==> src/rtl/bullet_slot_arbiter_if.sv <==
// Bus between the game-state FSM / emitters and the bullet slot arbiter.
interface bullet_slot_arbiter_if #(
  parameter int unsigned NREQ   = 4,
  parameter int unsigned NSLOT  = 16,
  parameter int unsigned SLOT_W = 4
) ();
  logic              game_en;
  logic              game_reset;
  logic              bomb_clear;
  logic [NREQ-1:0]   req;
  logic              release_valid;
  logic [SLOT_W-1:0] release_slot;
  logic [NREQ-1:0]   gnt;
  logic              gnt_valid;
  logic [SLOT_W-1:0] gnt_slot;
  logic              flush_valid;
  logic [SLOT_W-1:0] flush_slot;
  logic [NSLOT-1:0]  slot_busy;
  logic [SLOT_W:0]   busy_count;
  logic              full;
  logic [7:0]        drop_count;

  modport master (
    output game_en, game_reset, bomb_clear, req, release_valid, release_slot,
    input  gnt, gnt_valid, gnt_slot, flush_valid, flush_slot, slot_busy, busy_count, full,
           drop_count
  );

  modport slave (
    input  game_en, game_reset, bomb_clear, req, release_valid, release_slot,
    output gnt, gnt_valid, gnt_slot, flush_valid, flush_slot, slot_busy, busy_count, full,
           drop_count
  );
endinterface

==> src/rtl/bullet_slot_arbiter.sv <==
// Round-robin spawn arbiter over a pool of bullet slots, with slot flush sequencing.
module bullet_slot_arbiter #(
  parameter int unsigned NREQ   = 4,
  parameter int unsigned NSLOT  = 16,
  parameter int unsigned SLOT_W = 4
) (
  input logic                 clk,
  input logic                 hard_reset_n,
  bullet_slot_arbiter_if.slave bus
);

  localparam int unsigned PtrW = (NREQ > 1) ? $clog2(NREQ) : 1;

  typedef enum logic [1:0] {StOff, StRun, StFlush} state_e;

  state_e            state_q, state_d;
  logic [PtrW-1:0]   rr_ptr_q, rr_ptr_d;
  logic [NREQ-1:0]   gnt_q, gnt_d;
  logic              gnt_valid_q, gnt_valid_d;
  logic [SLOT_W-1:0] gnt_slot_q, gnt_slot_d;
  logic              flush_valid_q, flush_valid_d;
  logic [SLOT_W-1:0] flush_slot_q, flush_slot_d;
  logic [NSLOT-1:0]  slot_busy_q, slot_busy_d;
  logic [SLOT_W:0]   busy_count_q, busy_count_d;
  logic              full_q, full_d;
  logic [7:0]        drop_count_q, drop_count_d;

  logic              win_any, win_hi;
  logic [PtrW-1:0]   win_idx_any, win_idx_hi, win_idx;
  logic              free_found;
  logic [SLOT_W-1:0] free_idx;

  // Round-robin winner: lowest requester at or above rr_ptr, else lowest overall (wrap).
  always_comb begin
    win_any     = 1'b0;
    win_hi      = 1'b0;
    win_idx_any = '0;
    win_idx_hi  = '0;
    for (int unsigned k = 0; k < NREQ; k++) begin
      if (!win_any && bus.req[k]) begin
        win_any     = 1'b1;
        win_idx_any = PtrW'(k);
      end
      if (!win_hi && bus.req[k] && (k >= 32'(rr_ptr_q))) begin
        win_hi     = 1'b1;
        win_idx_hi = PtrW'(k);
      end
    end
    win_idx = win_hi ? win_idx_hi : win_idx_any;
  end

  // Lowest free slot, taken from the registered bitmap (ignores this cycle's release).
  always_comb begin
    free_found = 1'b0;
    free_idx   = '0;
    for (int unsigned k = 0; k < NSLOT; k++) begin
      if (!free_found && !slot_busy_q[k]) begin
        free_found = 1'b1;
        free_idx   = SLOT_W'(k);
      end
    end
  end

  // Next-state: flush entry has priority, then release, then arbitration.
  always_comb begin
    state_d       = state_q;
    rr_ptr_d      = rr_ptr_q;
    gnt_d         = '0;
    gnt_valid_d   = 1'b0;
    gnt_slot_d    = gnt_slot_q;
    flush_valid_d = 1'b0;
    flush_slot_d  = flush_slot_q;
    slot_busy_d   = slot_busy_q;
    drop_count_d  = drop_count_q;

    if (bus.game_reset) begin
      state_d        = StFlush;
      flush_valid_d  = 1'b1;
      flush_slot_d   = '0;
      slot_busy_d[0] = 1'b0;
      rr_ptr_d       = '0;
      drop_count_d   = '0;
    end else begin
      unique case (state_q)
        StFlush: begin
          // flush_slot_q doubles as the sweep counter.
          if (flush_slot_q == SLOT_W'(NSLOT - 1)) begin
            state_d = bus.game_en ? StRun : StOff;
          end else begin
            flush_valid_d             = 1'b1;
            flush_slot_d              = flush_slot_q + SLOT_W'(1);
            slot_busy_d[flush_slot_d] = 1'b0;
          end
        end
        StOff, StRun: begin
          if (bus.bomb_clear) begin
            state_d        = StFlush;
            flush_valid_d  = 1'b1;
            flush_slot_d   = '0;
            slot_busy_d[0] = 1'b0;
          end else begin
            if (bus.release_valid) slot_busy_d[bus.release_slot] = 1'b0;
            if (state_q == StOff) begin
              if (bus.game_en) state_d = StRun;
            end else if (!bus.game_en) begin
              state_d = StOff;
            end else if (win_any) begin
              if (free_found) begin
                gnt_d[win_idx]        = 1'b1;
                gnt_valid_d           = 1'b1;
                gnt_slot_d            = free_idx;
                slot_busy_d[free_idx] = 1'b1;
                rr_ptr_d = (win_idx == PtrW'(NREQ - 1)) ? '0 : win_idx + PtrW'(1);
              end else if (drop_count_q != 8'hFF) begin
                drop_count_d = drop_count_q + 8'd1;
              end
            end
          end
        end
        default: state_d = StOff;
      endcase
    end
  end

  // Occupancy summaries follow the next bitmap so they register alongside it.
  always_comb begin
    busy_count_d = '0;
    for (int unsigned k = 0; k < NSLOT; k++) begin
      busy_count_d = busy_count_d + (SLOT_W + 1)'(slot_busy_d[k]);
    end
    full_d = &slot_busy_d;
  end

  // FSM and all registered outputs.
  always_ff @(posedge clk or negedge hard_reset_n) begin
    if (!hard_reset_n) begin
      state_q       <= StOff;
      rr_ptr_q      <= '0;
      gnt_q         <= '0;
      gnt_valid_q   <= 1'b0;
      gnt_slot_q    <= '0;
      flush_valid_q <= 1'b0;
      flush_slot_q  <= '0;
      slot_busy_q   <= '0;
      busy_count_q  <= '0;
      full_q        <= 1'b0;
      drop_count_q  <= '0;
    end else begin
      state_q       <= state_d;
      rr_ptr_q      <= rr_ptr_d;
      gnt_q         <= gnt_d;
      gnt_valid_q   <= gnt_valid_d;
      gnt_slot_q    <= gnt_slot_d;
      flush_valid_q <= flush_valid_d;
      flush_slot_q  <= flush_slot_d;
      slot_busy_q   <= slot_busy_d;
      busy_count_q  <= busy_count_d;
      full_q        <= full_d;
      drop_count_q  <= drop_count_d;
    end
  end

  assign bus.gnt         = gnt_q;
  assign bus.gnt_valid   = gnt_valid_q;
  assign bus.gnt_slot    = gnt_slot_q;
  assign bus.flush_valid = flush_valid_q;
  assign bus.flush_slot  = flush_slot_q;
  assign bus.slot_busy   = slot_busy_q;
  assign bus.busy_count  = busy_count_q;
  assign bus.full        = full_q;
  assign bus.drop_count  = drop_count_q;

endmodule

==> src/flat_wrapper.sv <==
// flat-port wrapper written by rule: the top's interface ports become plain ports
module bullet_slot_arbiter_flat 
#(
  parameter int unsigned NREQ   = 4,
  parameter int unsigned NSLOT  = 16,
  parameter int unsigned SLOT_W = 4
)
  (clk, hard_reset_n, bus_game_en, bus_game_reset, bus_bomb_clear, bus_req, bus_release_valid, bus_release_slot, bus_gnt, bus_gnt_valid, bus_gnt_slot, bus_flush_valid, bus_flush_slot, bus_slot_busy, bus_busy_count, bus_full, bus_drop_count);
  bullet_slot_arbiter_if #(.NREQ(NREQ), .NSLOT(NSLOT), .SLOT_W(SLOT_W)) bus_i ();
  input logic clk;
  input logic hard_reset_n;
  input wire logic [$bits(bus_i.game_en)-1:0] bus_game_en;
  input wire logic [$bits(bus_i.game_reset)-1:0] bus_game_reset;
  input wire logic [$bits(bus_i.bomb_clear)-1:0] bus_bomb_clear;
  input wire logic [$bits(bus_i.req)-1:0] bus_req;
  input wire logic [$bits(bus_i.release_valid)-1:0] bus_release_valid;
  input wire logic [$bits(bus_i.release_slot)-1:0] bus_release_slot;
  output wire logic [$bits(bus_i.gnt)-1:0] bus_gnt;
  output wire logic [$bits(bus_i.gnt_valid)-1:0] bus_gnt_valid;
  output wire logic [$bits(bus_i.gnt_slot)-1:0] bus_gnt_slot;
  output wire logic [$bits(bus_i.flush_valid)-1:0] bus_flush_valid;
  output wire logic [$bits(bus_i.flush_slot)-1:0] bus_flush_slot;
  output wire logic [$bits(bus_i.slot_busy)-1:0] bus_slot_busy;
  output wire logic [$bits(bus_i.busy_count)-1:0] bus_busy_count;
  output wire logic [$bits(bus_i.full)-1:0] bus_full;
  output wire logic [$bits(bus_i.drop_count)-1:0] bus_drop_count;
  assign bus_i.game_en = bus_game_en;
  assign bus_i.game_reset = bus_game_reset;
  assign bus_i.bomb_clear = bus_bomb_clear;
  assign bus_i.req = bus_req;
  assign bus_i.release_valid = bus_release_valid;
  assign bus_i.release_slot = bus_release_slot;
  assign bus_gnt = bus_i.gnt;
  assign bus_gnt_valid = bus_i.gnt_valid;
  assign bus_gnt_slot = bus_i.gnt_slot;
  assign bus_flush_valid = bus_i.flush_valid;
  assign bus_flush_slot = bus_i.flush_slot;
  assign bus_slot_busy = bus_i.slot_busy;
  assign bus_busy_count = bus_i.busy_count;
  assign bus_full = bus_i.full;
  assign bus_drop_count = bus_i.drop_count;
  bullet_slot_arbiter #(.NREQ(NREQ), .NSLOT(NSLOT), .SLOT_W(SLOT_W)) u_core (.clk(clk), .hard_reset_n(hard_reset_n), .bus(bus_i));
endmodule
==> config.mk <==
export PLATFORM = sky130hd
export DESIGN_NAME = bullet_slot_arbiter_flat
export DESIGN_NICKNAME = d
export VERILOG_FILES = /design/src/rtl/bullet_slot_arbiter_if.sv /design/src/rtl/bullet_slot_arbiter.sv /design/src/flat_wrapper.sv
export SDC_FILE = /design/constraint.sdc
export NUM_CORES = 1
export LEC_CHECK = 0
export CORE_ASPECT_RATIO = 0.75
export CORE_MARGIN = 10
export CORE_UTILIZATION = 30
export CTS_CLUSTER_SIZE = 8
export DETAILED_ROUTE_END_ITERATION = 12
export PLACE_DENSITY = 0.52
export SYNTH_ARGS = -nofsm -noshare
export SYNTH_HDL_FRONTEND = slang
export SYNTH_SLANG_ARGS = --single-unit
==> constraint.sdc <==
create_clock -name clk -period 6 [get_ports clk]
set_input_delay 0.9 -clock clk [delete_from_list [all_inputs] [get_ports clk]]
set_output_delay 0.9 -clock clk [all_outputs]
set_load 0.005 [all_outputs]
After elaboration in Yosys (flattened, before gate mapping)
Cells that the tools add are included.
{"block": "totals", "register_bits": 48, "inputBits": 14, "output_inout_bits": 44, "word_cells": 252}
{"block": "op_classes", "addsub": 18, "magnitude_cmp": 11, "eq_ne": 13, "muxes": 114, "bitwise": 8, "reduce_logical": 77}
{"cell": "16-bit two-way mux", "count": 9}
{"cell": "4-bit two-way mux", "count": 18}
{"cell": "5-bit by 1-bit adder with 5-bit output", "count": 14}
{"cell": "8-bit two-way mux", "count": 8}
{"cell": "1-bit two-way mux", "count": 44}
{"cell": "2-bit two-way mux", "count": 21}
{"cell": "1-bit zero test", "count": 35}
{"cell": "16-bit AND", "count": 2}
{"cell": "16-bit NOT", "count": 2}
{"cell": "16-bit one-hot mux with 2 select lines", "count": 1}
{"cell": "15-bit two-way mux", "count": 2}
{"cell": "1-bit logical AND", "count": 28}
{"cell": "16-bit bitwise OR", "count": 1}
{"cell": "16-bit AND reduction", "count": 1}
{"cell": "4-bit by 5-bit less-than comparator with 1-bit output (second input constant)", "count": 3}
{"cell": "7-bit AND reduction", "count": 2}
{"cell": "1-bit demux with 4-bit select", "count": 3}
{"cell": "4-bit by 1-bit greater-or-equal comparator with 1-bit output (second input constant)", "count": 3}
{"cell": "3-bit two-way mux", "count": 4}
{"cell": "2-bit nonzero test", "count": 5}
{"cell": "8-bit by 1-bit adder with 8-bit output (second input constant)", "count": 1}
{"cell": "8-bit inequality test (second input constant)", "count": 1}
{"cell": "4-bit one-hot mux with 2 select lines", "count": 1}
{"cell": "2-bit inequality test (second input constant)", "count": 3}
{"cell": "other kinds (23)", "count": 29}

Longest topological paths before layout
Gate-level depths: netlist (run 1).
{"block": "depth", "word_depth": 72, "ltp_mapped": 18, "ltp_nobuf": 18}

Worst setup path before layout (run 1)
OpenSTA, ideal clock, no wires.
{"block": "synth_timing", "path_type": "input -> register", "startpoint": "in bus_game_reset", "endpoint": "reg u_core.busy_count_q[4], in the netlist u_core.bus.busy_count[4]", "setup_ns": 0.119, "arrival_time_ns": 5.434, "required_ns": 5.881, "setup_slack_ns": 0.446, "path_stages": 15, "n_path_buf": 2, "cell_sequence": "clkbuf_1 -> nor3_1 -> buf_2 -> a32oi_1 -> ha_1 -> fa_1 -> inv_1 -> fa_1 -> fa_1 -> fa_1 -> inv_1 -> fa_1 -> fa_1 -> a21oi_1 -> nor2b_1"}
{"block": "synth_between", "elab_chain_cells": 16, "word_cells_on_any_way": 17, "cone_classes": "15 x add/sub; 2 x mux"}
{"element": "start: declaration", "line_no": "flat_wrapper.sv:13", "source": "input wire logic [$bits(bus_i.game_reset)-1:0] bus_game_reset;"}
{"element": "15-bit two-way mux", "line_no": "bullet_slot_arbiter.sv:76", "source": "if (bus.game_reset) begin"}
{"element": "via u_core.slot_busy_d[1]", "line_no": "bullet_slot_arbiter.sv:23", "source": "logic [NSLOT-1:0] slot_busy_q, slot_busy_d;"}
{"element": "1-bit by 1-bit adder with 2-bit output", "line_no": "bullet_slot_arbiter.sv:129", "source": "busy_count_d = busy_count_d + (SLOT_W + 1)'(slot_busy_d[k]);"}
{"element": "5-bit by 1-bit adder with 5-bit output (14 in series)", "line_no": "bullet_slot_arbiter.sv:129"}
{"element": "via u_core.busy_count_d[4]", "line_no": "bullet_slot_arbiter.sv:24", "source": "logic [SLOT_W:0] busy_count_q, busy_count_d;"}
{"element": "end signal: assignment", "line_no": "bullet_slot_arbiter.sv:157", "source": "busy_count_q <= busy_count_d;"}
{"element": "end: declaration", "line_no": "bullet_slot_arbiter.sv:24"}
The timed path passes the listed nets, and every way through them passes these cells.
A chain may end at the register's enable or synchronous reset.

Worst setup path in the final report (run 1)
{"block": "layout_timing", "startpoint": "in bus_req[2]", "endpoint": "reg u_core.busy_count_q[4], in the netlist u_core.bus.busy_count[4]"}
{"block": "layout_between", "elab_chain_cells": 26, "word_cells_on_any_way": 28, "cone_classes": "15 x add/sub; 10 x mux; 3 x reduce/logical"}
{"element": "start: declaration", "line_no": "flat_wrapper.sv:15", "source": "input wire logic [$bits(bus_i.req)-1:0] bus_req;"}
{"element": "1-bit logical AND (*)", "line_no": "bullet_slot_arbiter.sv:40", "source": "if (!win_any && bus.req[k]) begin"}
{"element": "1-bit two-way mux (*)", "line_no": "bullet_slot_arbiter.sv:40"}
{"element": "1-bit zero test", "line_no": "bullet_slot_arbiter.sv:40"}
{"element": "1-bit logical AND", "line_no": "bullet_slot_arbiter.sv:40"}
{"element": "1-bit two-way mux (*)", "line_no": "bullet_slot_arbiter.sv:40"}
{"element": "16-bit two-way mux (*)", "line_no": "bullet_slot_arbiter.sv:107", "source": "end else if (win_any) begin"}
{"element": "16-bit two-way mux (*)", "line_no": "bullet_slot_arbiter.sv:105", "source": "end else if (!bus.game_en) begin"}
{"element": "16-bit two-way mux (*)", "line_no": "bullet_slot_arbiter.sv:103", "source": "if (state_q == StOff) begin"}
{"element": "1-bit two-way mux (*)", "line_no": "bullet_slot_arbiter.sv:96", "source": "if (bus.bomb_clear) begin"}
{"element": "16-bit one-hot mux with 2 select lines (*)", "line_no": "bullet_slot_arbiter.sv:84", "source": "unique case (state_q)"}
{"element": "1-bit two-way mux (*)", "line_no": "bullet_slot_arbiter.sv:76"}
{"element": "via u_core.slot_busy_d[0]", "line_no": "bullet_slot_arbiter.sv:23"}
{"element": "1-bit by 1-bit adder with 2-bit output (*)", "line_no": "bullet_slot_arbiter.sv:129"}
{"element": "5-bit by 1-bit adder with 5-bit output (*) (14 in series)", "line_no": "bullet_slot_arbiter.sv:129"}
{"element": "via u_core.busy_count_d[4]", "line_no": "bullet_slot_arbiter.sv:24"}
The timed path passes the listed nets; every way through them passes the cells marked *.

==> impl_metrics.json, run 1 <==
{
  "die_h_um": 110,
  "period_share_pct": 95.9,
  "critPathBufInv": 3,
  "via_per_inst": 5.32,
  "slew_viol_final": 0,
  "cts_sinks": 48,
  "crit_type": "in2reg",
  "worstPathCellList": "clkdlybuf4s50_1 -> or4_4 -> nand2_1 -> nor3_1 -> a31oi_1 -> a311oi_2 -> ha_1 -> fa_1 -> inv_1 -> fa_1 -> fa_1 -> fa_1 -> inv_1 -> fa_1 -> fa_1 -> a21oi_2 -> nor2b_1",
  "hold_end": "u_core.bus.gnt_slot[1]",
  "overflow": 0,
  "ys_async_sr_fraction_pct": 100,
  "max_stage_delay_ns": 0.56,
  "area_growth_pct": 34.8,
  "hold_viol": 0,
  "slowest_stage": "or4_4",
  "grt.total_usage_pct": 14.0,
  "required_ns": 6.19,
  "ff2ff_path_depth": 18,
  "timing.rr.start": "u_core.bus.slot_busy[5]",
  "drc_errors": 0,
  "synth_flop_cell": "dfrtp_1",
  "syn_area_um2": 3210,
  "setup-tns-final_ns": 0,
  "cts.clk_slew.worst_paths_ns": 0.07,
  "num_rows": 32,
  "ant_nets": 0,
  "antenna_found_initial": 0,
  "cp_top_family": "adder cells",
  "ys_seq_area_share_pct": 37.5,
  "grt_max_degree": 49,
  "synth_cell_types": 61,
  "avgSynthCellArea_um2": 9.11,
  "drtIter0Drc": 355,
  "startpoint_type": "input port",
  "p_leak_uw": 0.00183,
  "path_common_cell": "fa_1",
  "yosys_warnings": 0,
  "powerDensity_nw_per_um2": 182,
  "firstDrtPassIters": 5,
  "gp_congestion": 0.938,
  "vdd_ir_drop_max_mv": 0.132,
  "core_um2": 10400,
  "clk_latency_ns": 0.30,
  "skew_ns": 0.0112,
  "initial_core_util_pct": 30.9,
  "drive_gt1_share_pct": 13.4,
  "cts.path.max_buffers": 2,
  "syn_inst": 352,
  "final_util_pct": 41.7,
  "hold_ws_ns": 0.544,
  "hp-start": "u_core.bus.gnt_slot[1]",
  "max_freq_ghz": 0.174,
  "hold_path_class": "reg2reg",
  "postCtsSetupRepairBufs": 0,
  "io-pin-count": 58,
  "routed_wl_um": 10600,
  "cts_root_buffer": "clkbuf_16",
  "antenna_cells": 0,
  "maxCapViolCount": 0,
  "cts_tree": "done",
  "synth_fp_nets": 391,
  "post-dp-hpwl_um": 8410,
  "r2r-end": "u_core.bus.busy_count[4]",
  "ctsHoldBuffers": 0,
  "die_area_um2": 15300,
  "synth-edff-count": 0,
  "rrSetupSlack_ns": 0.40,
  "rsz0062_at_grt": "false",
  "worstHoldPathCells": 2,
  "period_needed_ns": 5.75,
  "htreeDepth": 2,
  "synth_seq_cells": 48,
  "worstMarginPinSlew_ns": 0.621,
  "port_buffers": 57,
  "grt_pass1_wl_um": 17200,
  "endpoint_kind": "register",
  "slew_headroom_pct": 58.6,
  "first_global_vias": 3038,
  "cts_buffers": 5,
  "arrival_ns": 5.95,
  "die_x_um": 139,
  "crit_fanout": 3,
  "outcome": "complete, no violations",
  "setup-violations-final": 0,
  "fin_nets": 479,
  "wire_per_inst_um": 18.4,
  "vias": 3071
}
## metal layers
metal | global-route usage, % | part of all wire, %
met3 | 3.79 | 7.9
met4 | 2.90 | 0.84
met2 | 19.2 | 40
met5 | 0 | 0
met1 | 21.2 | 51
## per-stage QoR
stage	area, µm²	total power (µW)	setup WS, ns	std cells
floorplan	3210	415	0.446	352
global placement	4150	501	-0.0333	569
detailed placement	4150	501	-0.0862	569
CTS	4300	802	0.219	577
global route	4320	832	0.00617	577
finish	4320	787	0.248	577
## layout by cell type, fill, tap and decap left out, drive strengths merged, types with 4 or more instances in the layout
cell,instances
clkdlybuf4s50,56
dfrtp,48
buf,34
nand2,31
nor2,31
inv,30
o21ai,26
ha,15
nand3,15
a21oi,14
fa,10
nand4,10
nor3,10
nand2b,8
a31oi,8
and2,8
or3,6
and3,5
xor2,5
xnor2,5
clkbuf,5
o21a,4
nor4,4
## layout make-up
cell class                 instances  area [µm²]
fill                            1062        6050
multi-input combinational        267        1880
sequential                        48        1200
clock buffer                       5         125
clock inverter                     3        26.3
timing repair buffer              90         813
inverter                          28         105
tap                              136         170
## worst register-to-register path: stages, from the launching register on
cell and delay, ns:
dfrtp_1 0.49, nand2_1 0.16, nor3_1 0.28, o21ai_1 0.17, nor2b_1 0.17, nor3_1 0.31, nand3_1 0.15, a32oi_1 0.22
ha_1 0.29, fa_1 0.52, inv_1 0.07, fa_1 0.56, fa_1 0.44, fa_1 0.51, inv_1 0.05, fa_1 0.45
fa_1 0.43, a21oi_2 0.15, nor2b_1 0.06
## registers in the layout, summed over array words and instances (netlist names)
| name | cells |
|---|---|
| u_core.bus.busy_count | 5 |
| u_core.bus.drop_count | 8 |
| u_core.bus.flush_slot | 4 |
| u_core.bus.flush_valid | 1 |
| u_core.bus.full | 1 |
| u_core.bus.gnt | 4 |
| u_core.bus.gnt_slot | 4 |
| u_core.bus.gnt_valid | 1 |
| u_core.bus.slot_busy | 16 |
| u_core.rr_ptr_q | 2 |
| u_core.state_q | 2 |
## report_power, final
part           switching, µW  internal [µW]
Combinational           76.6           71.7
Sequential              10.6            336
Clock                    134            158
## kinds of logic after synthesis
kind of cell | Yosys count | synth area share [%]
flops | 48 | 37.5
simple gates | 143 | 23.8
mux | 3 | 0.937
xor+xnor | 10 | 2.73
compound gates | 86 | 18.5
fa+ha+maj | 25 | 12.1
buf+inv | 37 | 4.53
## repair_timing
action,CTS,global route
endpoints found under the hold margin,0,0
setup endpoints to repair,0,1
resized for setup,0,4
## how the worst max path moves through the flow
stage,end,from,slack [ns],cells after the start
finish,u_core.bus.busy_count[4],bus_req[2],0.25,17
global route,u_core.bus.busy_count[4],bus_req[2],0.006,17
CTS,u_core.bus.busy_count[4],bus_req[2],0.22,16
detailed placement,u_core.bus.busy_count[4],bus_req[2],-0.09,17
global placement,u_core.bus.busy_count[4],bus_req[0],-0.03,16
floorplan,u_core.bus.busy_count[4],bus_game_reset,0.45,15
## synth_stat cells, drive strengths merged, types with 4 or more instances
| library cell | number | area share, % |
|---|---|---|
| dfrtp | 48 | 37 |
| nand2 | 31 | 3.6 |
| nor2 | 31 | 3.7 |
| inv | 28 | 3.3 |
| o21ai | 26 | 4.1 |
| ha | 15 | 5.9 |
| nand3 | 15 | 2.5 |
| a21oi | 14 | 2.3 |
| fa | 10 | 6.2 |
| nand4 | 10 | 2.1 |
| nor3 | 10 | 2.1 |
| a31oi | 8 | 1.6 |
| and2 | 8 | 1.6 |
| nand2b | 8 | 1.6 |
| clkbuf | 6 | 0.70 |
| or3 | 6 | 1.2 |
| and3 | 5 | 0.98 |
| xnor2 | 5 | 1.4 |
| xor2 | 5 | 1.4 |
| nor4 | 4 | 0.98 |
| o21a | 4 | 0.94 |
(Power assumes the default switching activity.)
==> run 2: changes to the inputs <==
--- a/config.mk
+++ b/config.mk
@@ -5,6 +5,7 @@
 export SDC_FILE = /design/constraint.sdc
 export NUM_CORES = 1
 export LEC_CHECK = 0
+export CAP_MARGIN = 30
 export CORE_ASPECT_RATIO = 0.75
 export CORE_MARGIN = 10
 export CORE_UTILIZATION = 30
==> results of run 2 <==
Final layout, timing and power as in run 1 (identical DEF).
